**src/rtl/accumulator_feeder_pkg.sv**
```systemverilog
// Shared definitions for the accumulator feeder: FSM state encoding and
// default sizing used by the top level and its input buffer.
package acc_feeder_pkg;

    localparam int unsigned DATA_W_DEF     = 32;
    localparam int unsigned BLOCK_LEN_DEF  = 1024;
    localparam int unsigned FIFO_DEPTH_DEF = 8;
    localparam int unsigned TIMEOUT_DEF    = 4096;

    typedef enum logic [2:0] {
        ST_IDLE,
        ST_STREAM,
        ST_FLUSH,
        ST_WAIT,
        ST_HOLD
    } state_t;

    // Width able to hold every value 0..max inclusive.
    function automatic int unsigned cnt_width(input int unsigned max_val);
        return (max_val < 2) ? 1 : $clog2(max_val + 1);
    endfunction

endpackage

```
**src/rtl/accumulator_feeder_fifo.sv**
```systemverilog
// Synchronous input buffer for the accumulator feeder. Full/empty are
// registered, so a word pushed into an empty buffer is only poppable from
// the following cycle (no write-to-read bypass).
module accumulator_feeder_fifo
    import acc_feeder_pkg::*;
#(
    parameter int unsigned DATA_W = DATA_W_DEF,
    parameter int unsigned DEPTH  = FIFO_DEPTH_DEF
) (
    input  logic              clk,
    input  logic              reset_n,
    input  logic              i_wr_en,
    input  logic [DATA_W-1:0] i_wr_data,
    input  logic              i_rd_en,
    output logic [DATA_W-1:0] o_rd_data,
    output logic              o_full,
    output logic              o_empty
);

    localparam int unsigned AW = $clog2(DEPTH);

    logic [DATA_W-1:0] r_mem [DEPTH];
    logic [AW-1:0]     r_wr_ptr;
    logic [AW-1:0]     r_rd_ptr;
    logic [AW:0]       r_count;
    logic              r_full;
    logic              r_empty;
    logic              w_push;
    logic              w_pop;
    logic [AW:0]       w_count_nxt;

    assign w_push    = i_wr_en && !r_full;
    assign w_pop     = i_rd_en && !r_empty;
    assign o_rd_data = r_mem[r_rd_ptr];
    assign o_full    = r_full;
    assign o_empty   = r_empty;

    // Next occupancy from the push/pop pair of this cycle.
    always_comb begin
        w_count_nxt = r_count;
        case ({w_push, w_pop})
            2'b10:   w_count_nxt = r_count + 1'b1;
            2'b01:   w_count_nxt = r_count - 1'b1;
            default: w_count_nxt = r_count;
        endcase
    end

    // Storage array; contents need no reset since empty gates every read.
    always_ff @(posedge clk) begin
        if (w_push) begin
            r_mem[r_wr_ptr] <= i_wr_data;
        end
    end

    // Pointers wrap naturally (power-of-two depth); flags registered.
    always_ff @(posedge clk or negedge reset_n) begin
        if (!reset_n) begin
            r_wr_ptr <= '0;
            r_rd_ptr <= '0;
            r_count  <= '0;
            r_full   <= 1'b0;
            r_empty  <= 1'b1;
        end else begin
            if (w_push) begin
                r_wr_ptr <= r_wr_ptr + 1'b1;
            end
            if (w_pop) begin
                r_rd_ptr <= r_rd_ptr + 1'b1;
            end
            r_count <= w_count_nxt;
            r_full  <= (w_count_nxt == (AW+1)'(DEPTH));
            r_empty <= (w_count_nxt == '0);
        end
    end

endmodule

```
**src/rtl/accumulator_feeder.sv**
```systemverilog
// Streams BLOCK_LEN buffered words into an external accumulator, keeps a
// reference sum of what was sent, then captures and checks the accumulator
// total (or flags a timeout) and holds it until acknowledged.
module accumulator_feeder
    import acc_feeder_pkg::*;
#(
    parameter int unsigned DATA_W     = DATA_W_DEF,
    parameter int unsigned BLOCK_LEN  = BLOCK_LEN_DEF,
    parameter int unsigned FIFO_DEPTH = FIFO_DEPTH_DEF,
    parameter int unsigned TIMEOUT    = TIMEOUT_DEF
) (
    input  logic              clk,
    input  logic              reset_n,
    input  logic [DATA_W-1:0] in_data,
    input  logic              in_valid,
    output logic              in_ready,
    input  logic              start,
    output logic [DATA_W-1:0] load,
    output logic              load_valid,
    input  logic [DATA_W-1:0] acc_result,
    input  logic              acc_done,
    output logic [DATA_W-1:0] sum_out,
    output logic              sum_valid,
    input  logic              sum_ack,
    output logic [DATA_W-1:0] ref_sum,
    output logic              mismatch,
    output logic              timeout,
    output logic              busy
);

    localparam int unsigned CNT_W = cnt_width(BLOCK_LEN);
    localparam int unsigned TMO_W = cnt_width(TIMEOUT);
    localparam logic [CNT_W-1:0] BLOCK_LAST = CNT_W'(BLOCK_LEN - 1);
    localparam logic [TMO_W-1:0] TMO_LAST   = TMO_W'(TIMEOUT - 1);

    state_t            r_state;
    logic [CNT_W-1:0]  r_word_cnt;
    logic [TMO_W-1:0]  r_tmo_cnt;
    logic [DATA_W-1:0] r_load;
    logic              r_load_valid;
    logic [DATA_W-1:0] r_ref_sum;
    logic [DATA_W-1:0] r_sum_out;
    logic              r_sum_valid;
    logic              r_mismatch;
    logic              r_timeout;

    logic              w_full;
    logic              w_empty;
    logic              w_pop;
    logic [DATA_W-1:0] w_rd_data;

    assign w_pop = (r_state == ST_STREAM) && !w_empty;

    accumulator_feeder_fifo #(
        .DATA_W (DATA_W),
        .DEPTH  (FIFO_DEPTH)
    ) u_fifo (
        .clk       (clk),
        .reset_n   (reset_n),
        .i_wr_en   (in_valid),
        .i_wr_data (in_data),
        .i_rd_en   (w_pop),
        .o_rd_data (w_rd_data),
        .o_full    (w_full),
        .o_empty   (w_empty)
    );

    assign in_ready   = !w_full;
    assign load       = r_load;
    assign load_valid = r_load_valid;
    assign sum_out    = r_sum_out;
    assign sum_valid  = r_sum_valid;
    assign ref_sum    = r_ref_sum;
    assign mismatch   = r_mismatch;
    assign timeout    = r_timeout;
    assign busy       = (r_state != ST_IDLE);

    // Block sequencer: streaming, flush bubble, result wait and hold.
    always_ff @(posedge clk or negedge reset_n) begin
        if (!reset_n) begin
            r_state      <= ST_IDLE;
            r_word_cnt   <= '0;
            r_tmo_cnt    <= '0;
            r_load       <= '0;
            r_load_valid <= 1'b0;
            r_ref_sum    <= '0;
            r_sum_out    <= '0;
            r_sum_valid  <= 1'b0;
            r_mismatch   <= 1'b0;
            r_timeout    <= 1'b0;
        end else begin
            r_load       <= '0;
            r_load_valid <= 1'b0;
            case (r_state)
                ST_IDLE: begin
                    if (start) begin
                        r_state    <= ST_STREAM;
                        r_word_cnt <= '0;
                        r_ref_sum  <= '0;
                        r_sum_out  <= '0;
                        r_mismatch <= 1'b0;
                        r_timeout  <= 1'b0;
                    end
                end
                ST_STREAM: begin
                    if (w_pop) begin
                        r_load       <= w_rd_data;
                        r_load_valid <= 1'b1;
                        r_ref_sum    <= r_ref_sum + w_rd_data;
                        r_word_cnt   <= r_word_cnt + 1'b1;
                        if (r_word_cnt == BLOCK_LAST) begin
                            r_state <= ST_FLUSH;
                        end
                    end
                end
                ST_FLUSH: begin
                    r_state   <= ST_WAIT;
                    r_tmo_cnt <= '0;
                end
                ST_WAIT: begin
                    if (acc_done) begin
                        r_sum_out   <= acc_result;
                        r_mismatch  <= (acc_result != r_ref_sum);
                        r_timeout   <= 1'b0;
                        r_sum_valid <= 1'b1;
                        r_state     <= ST_HOLD;
                    end else if (r_tmo_cnt == TMO_LAST) begin
                        r_sum_out   <= '0;
                        r_mismatch  <= 1'b1;
                        r_timeout   <= 1'b1;
                        r_sum_valid <= 1'b1;
                        r_state     <= ST_HOLD;
                    end else begin
                        r_tmo_cnt <= r_tmo_cnt + 1'b1;
                    end
                end
                ST_HOLD: begin
                    if (sum_ack) begin
                        r_sum_valid <= 1'b0;
                        r_state     <= ST_IDLE;
                    end
                end
                default: begin
                    r_state <= ST_IDLE;
                end
            endcase
        end
    end

endmodule
```
**config.mk**
```make
export PLATFORM = sky130hd
export DESIGN_NAME = accumulator_feeder
export DESIGN_NICKNAME = d
export VERILOG_FILES = /design/src/rtl/accumulator_feeder_pkg.sv /design/src/rtl/accumulator_feeder_fifo.sv /design/src/rtl/accumulator_feeder.sv
export SDC_FILE = /design/constraint.sdc
export NUM_CORES = 1
export LEC_CHECK = 0
export BUFFER_PORTS_ARGS = -buffer_cell sky130_fd_sc_hd__buf_2
export CAP_MARGIN = 20
export CORE_ASPECT_RATIO = 0.6
export CORE_UTILIZATION = 60
export DETAILED_ROUTE_END_ITERATION = 8
export PLACE_DENSITY = 0.82
export SYNTH_ARGS = -nofsm -noshare
export SYNTH_HDL_FRONTEND = slang
export SYNTH_SLANG_ARGS = --single-unit
```
**constraint.sdc**
```tcl
create_clock -name clk -period 9.3 [get_ports clk]
set_clock_uncertainty 0.2 [all_clocks]
set_input_delay 1.86 -clock clk [delete_from_list [all_inputs] [get_ports clk]]
set_output_delay 1.86 -clock clk [all_outputs]
set_load 0.1 [all_outputs]
```
==> results.txt <==
The via count is 10660. The number of max-cap violations is 0. The count of unique library cells instantiated by Yosys came out at 62.

The count of endpoints failing hold in the final timing report is 0. Counting flops with an async set or reset pin after synthesis yields a share of 35.19%. The proportion of netlist area held by the largest area contributor is 45.20%. The worst setup path is captured at a flop. The dominant register cell in the synthesized netlist is edfxtp_1.

The final number of max-transition violations is 0. The number of nets still failing antenna checks after routing is 0. The number of buffers created by CTS is 36. The path class of the tightest hold or removal check is flop to flop.

The area growth from synthesis to layout came out at 15.23%. The initial core utilization came out at 61.40%. The area of the die is 0.02904 mm^2.

The tree built by TritonCTS fans out to 395 sinks. Ranked by total cell area, the synthesized netlist is headed by edfxtp_1 45%, dfrtp_1 20%, mux4_2 8.5%. The warning count from the yosys run came out at 0. The placed wire-length estimate after detailed placement is 26530 um.

The synthesized instance count came out at 1114. TritonCTS built the clock tree. The netlist area before placement is 0.01701 mm^2. The worst hold margin is 273.8 ps. The total of flip-flops plus latches after synthesis is 395. The first-pass GRT wire length came out at 63030 um. Measured along the x axis, the die boundary spans 219.3 um. The H-tree depth reported by CTS came out at 2. The total number of placement rows came out at 47. The final instance area is 0.01960 mm^2. The net count of the mapped netlist came out at 1224.

The post-CTS setup repair buffer count is 0. The post-detailed-route DRC marker count is 0. The vertical die dimension is 132.4 um. The congestion estimate from routability-driven global placement came to 0.9645. The kind of start point of the critical path is a flop. The root buffer cell chosen for the clock tree is clkbuf_16. The worst pin sits at a relative slew slack of 35.97%. edfxtp_1 takes more of the synthesized area than any other cell. Dividing the synthesized area by the synthesized cell count gives 15.27 um^2. The sequential area share after synthesis is 65.66%. By startpoint and endpoint, the worst setup path is classified as flop to flop. The data arrival time of the critical path came out at 5430 ps. At the placement stage, the worst setup path has a slack of 4174 ps. The number of DRC markers in iteration 0 came out at 1138. The count of hold buffers inserted by post-cts repair is 0. The remaining global-route overflow is 0. 172 I/O pins were placed. The clock-pin slew on the worst setup and hold paths is 70 ps.

For the pin with the worst max-slew slack, the measured transition is 960.5 ps. The vias per cell is 6.293. The total detailed-routing wirelength is 41150 um. In this run the worst path has a maximum fanout of 46. The post-route setup TNS is 0 ps. No sink is reached through more buffers than the 3 on the longest clock path.

The maximum frequency from static timing analysis came out at 193.3 MHz. The final critical-path setup slack came out at 4126 ps. The via count of the first global-routing pass is 10590. The average wire per standard cell came out at 24.29 um. By count the netlist is led by 256 x edfxtp_1, 138 x dfrtp_1, 78 x nand2_1, 64 x mux4_2, 51 x xor2_1. Setup repair after global routing left no endpoint under its margin.

The fraction of layout cells with a size suffix above 1 came out at 26.89%. The core footprint is 0.02770 mm^2. The final worst-path cycle share came out at 55.63%. Setup violations remaining at the end of the flow were counted as 0. The number of antenna violations at the first check in global routing is 3. The final net count is 1407. The number of input and output port buffers inserted is 171.

The global-route total usage across every layer came out at 29.12%. The number of gates resized after CTS was 0. The post-route minimum period came out at 5174 ps.

By instance count, the leading cell after synthesis is edfxtp_1. The endpoint required time on the critical path came out at 9560 ps. The number of synthesized flops with an enable pin is 256. The maximum number of pins on one net before global-route repair came out at 72.

The run finished with clean final reports. The insertion delay of the later-clocked pin in the worst-skew pair is 540 ps. The area of placed instances came out at 0.01837 mm^2.

The pre-antenna-repair detailed-routing pass consisted of 5 iterations.
-- final cells by class --
cell class | instances | area, um^2
diodes | 3 | 7.507
clock buffers | 54 | 1041
clock inverters | 11 | 157.7
fillers | 1784 | 8102
inverters | 19 | 71.32
multi-input cells | 656 | 5658
flip-flops and latches | 395 | 11170
well taps | 367 | 459.2
repair buffers | 189 | 1030
-- cell families (layout without fill, tap and decap cells) --
logic type / Yosys count / after routing / synth area share, %
DFF: 395 / 395 / 65.66
and+or+nand+nor: 248 / 248 / 7.321
AOI/OAI and AO/OA: 191 / 191 / 7.740
muxes: 99 / 99 / 10.77
xor gates and xnor gates: 78 / 78 / 4.017
buffers and inverters: 63 / 273 / 1.457
adders and majority gates: 40 / 40 / 3.031
other: 0 / 3 / 0
-- path summary, 6_finish.rpt --
check,slack [ps],cells past startpoint,end,start
min reg2reg,270,1,u_fifo.r_count[3],u_fifo.r_count[3]
max reg2reg,4130,13,ref_sum[29],u_fifo.r_rd_ptr[0]
min,270,1,u_fifo.r_count[3],u_fifo.r_count[3]
max,4130,13,ref_sum[29],u_fifo.r_rd_ptr[0]
max in group asynchronous,6380,2,r_state[1],reset_n
min in group asynchronous,1140,1,sum_out[8],reset_n
-- state kept, by name, summed over array words and instances (netlist names) --
name / flops
r_state: 3
r_tmo_cnt: 13
r_word_cnt: 11
u_fifo.o_full: 1
u_fifo.o_empty: 1
u_fifo.r_mem: 256
sum_valid: 1
mismatch: 1
u_fifo.r_wr_ptr: 3
load_valid: 1
u_fifo.r_count: 4
sum_out: 32
ref_sum: 32
timeout: 1
u_fifo.r_rd_ptr: 3
load: 32
-- stage by stage --
stage               utilization [%]  std cells
detailed placement            66.32       1625
finish                        70.75       1694
global route                  70.73       1692
floorplan                         -       1114
global placement              66.22       1624
CTS                           70.65       1690
-- critical path, stage by stage (launching register included) --
cell	delay, ps
dfrtp_4	690
buf_4	780
mux4_2	600
mux2i_1	330
inv_1	80
ha_1	300
a211oi_1	90
o211a_1	280
o211a_1	270
o31ai_2	330
a31oi_1	240
o31a_1	350
or4_1	410
nand3_1	80
-- metal layers --
layer  vias up  routed length, um  track usage, %
met5         -                 13               0
met4         2                934           8.835
li1       4662                  -               -
met3        67               3973           7.586
met1      5390              17710           43.22
met2       540              18520           42.71
-- cell usage in the layout, fill, tap and decap left out, types with 4 or more instances in the layout --
cell type,instances
mux4_2,64
nand4_1,13
nor2b_1,8
nand2_1,78
and3_1,39
a31oi_1,4
clkinv_1,4
dfrtp_1,136
nor3_1,6
nand3_1,13
o21ai_0,48
mux2_2,32
o21bai_1,7
xor2_1,51
nor3b_2,4
nor2_2,4
buf_4,16
edfxtp_1,256
ha_1,38
a21oi_1,40
xnor2_1,27
inv_1,19
bufinv_16,4
or3_1,7
nand2b_1,7
a211oi_1,6
a22o_1,34
clkbuf_1,13
clkbuf_16,38
o21a_1,5
nor4_1,8
a21o_1,16
nor2_1,41
buf_2,170
Power is not shown: default switching activity piles up to over one toggle a cycle in this logic, so the estimate is an artifact.
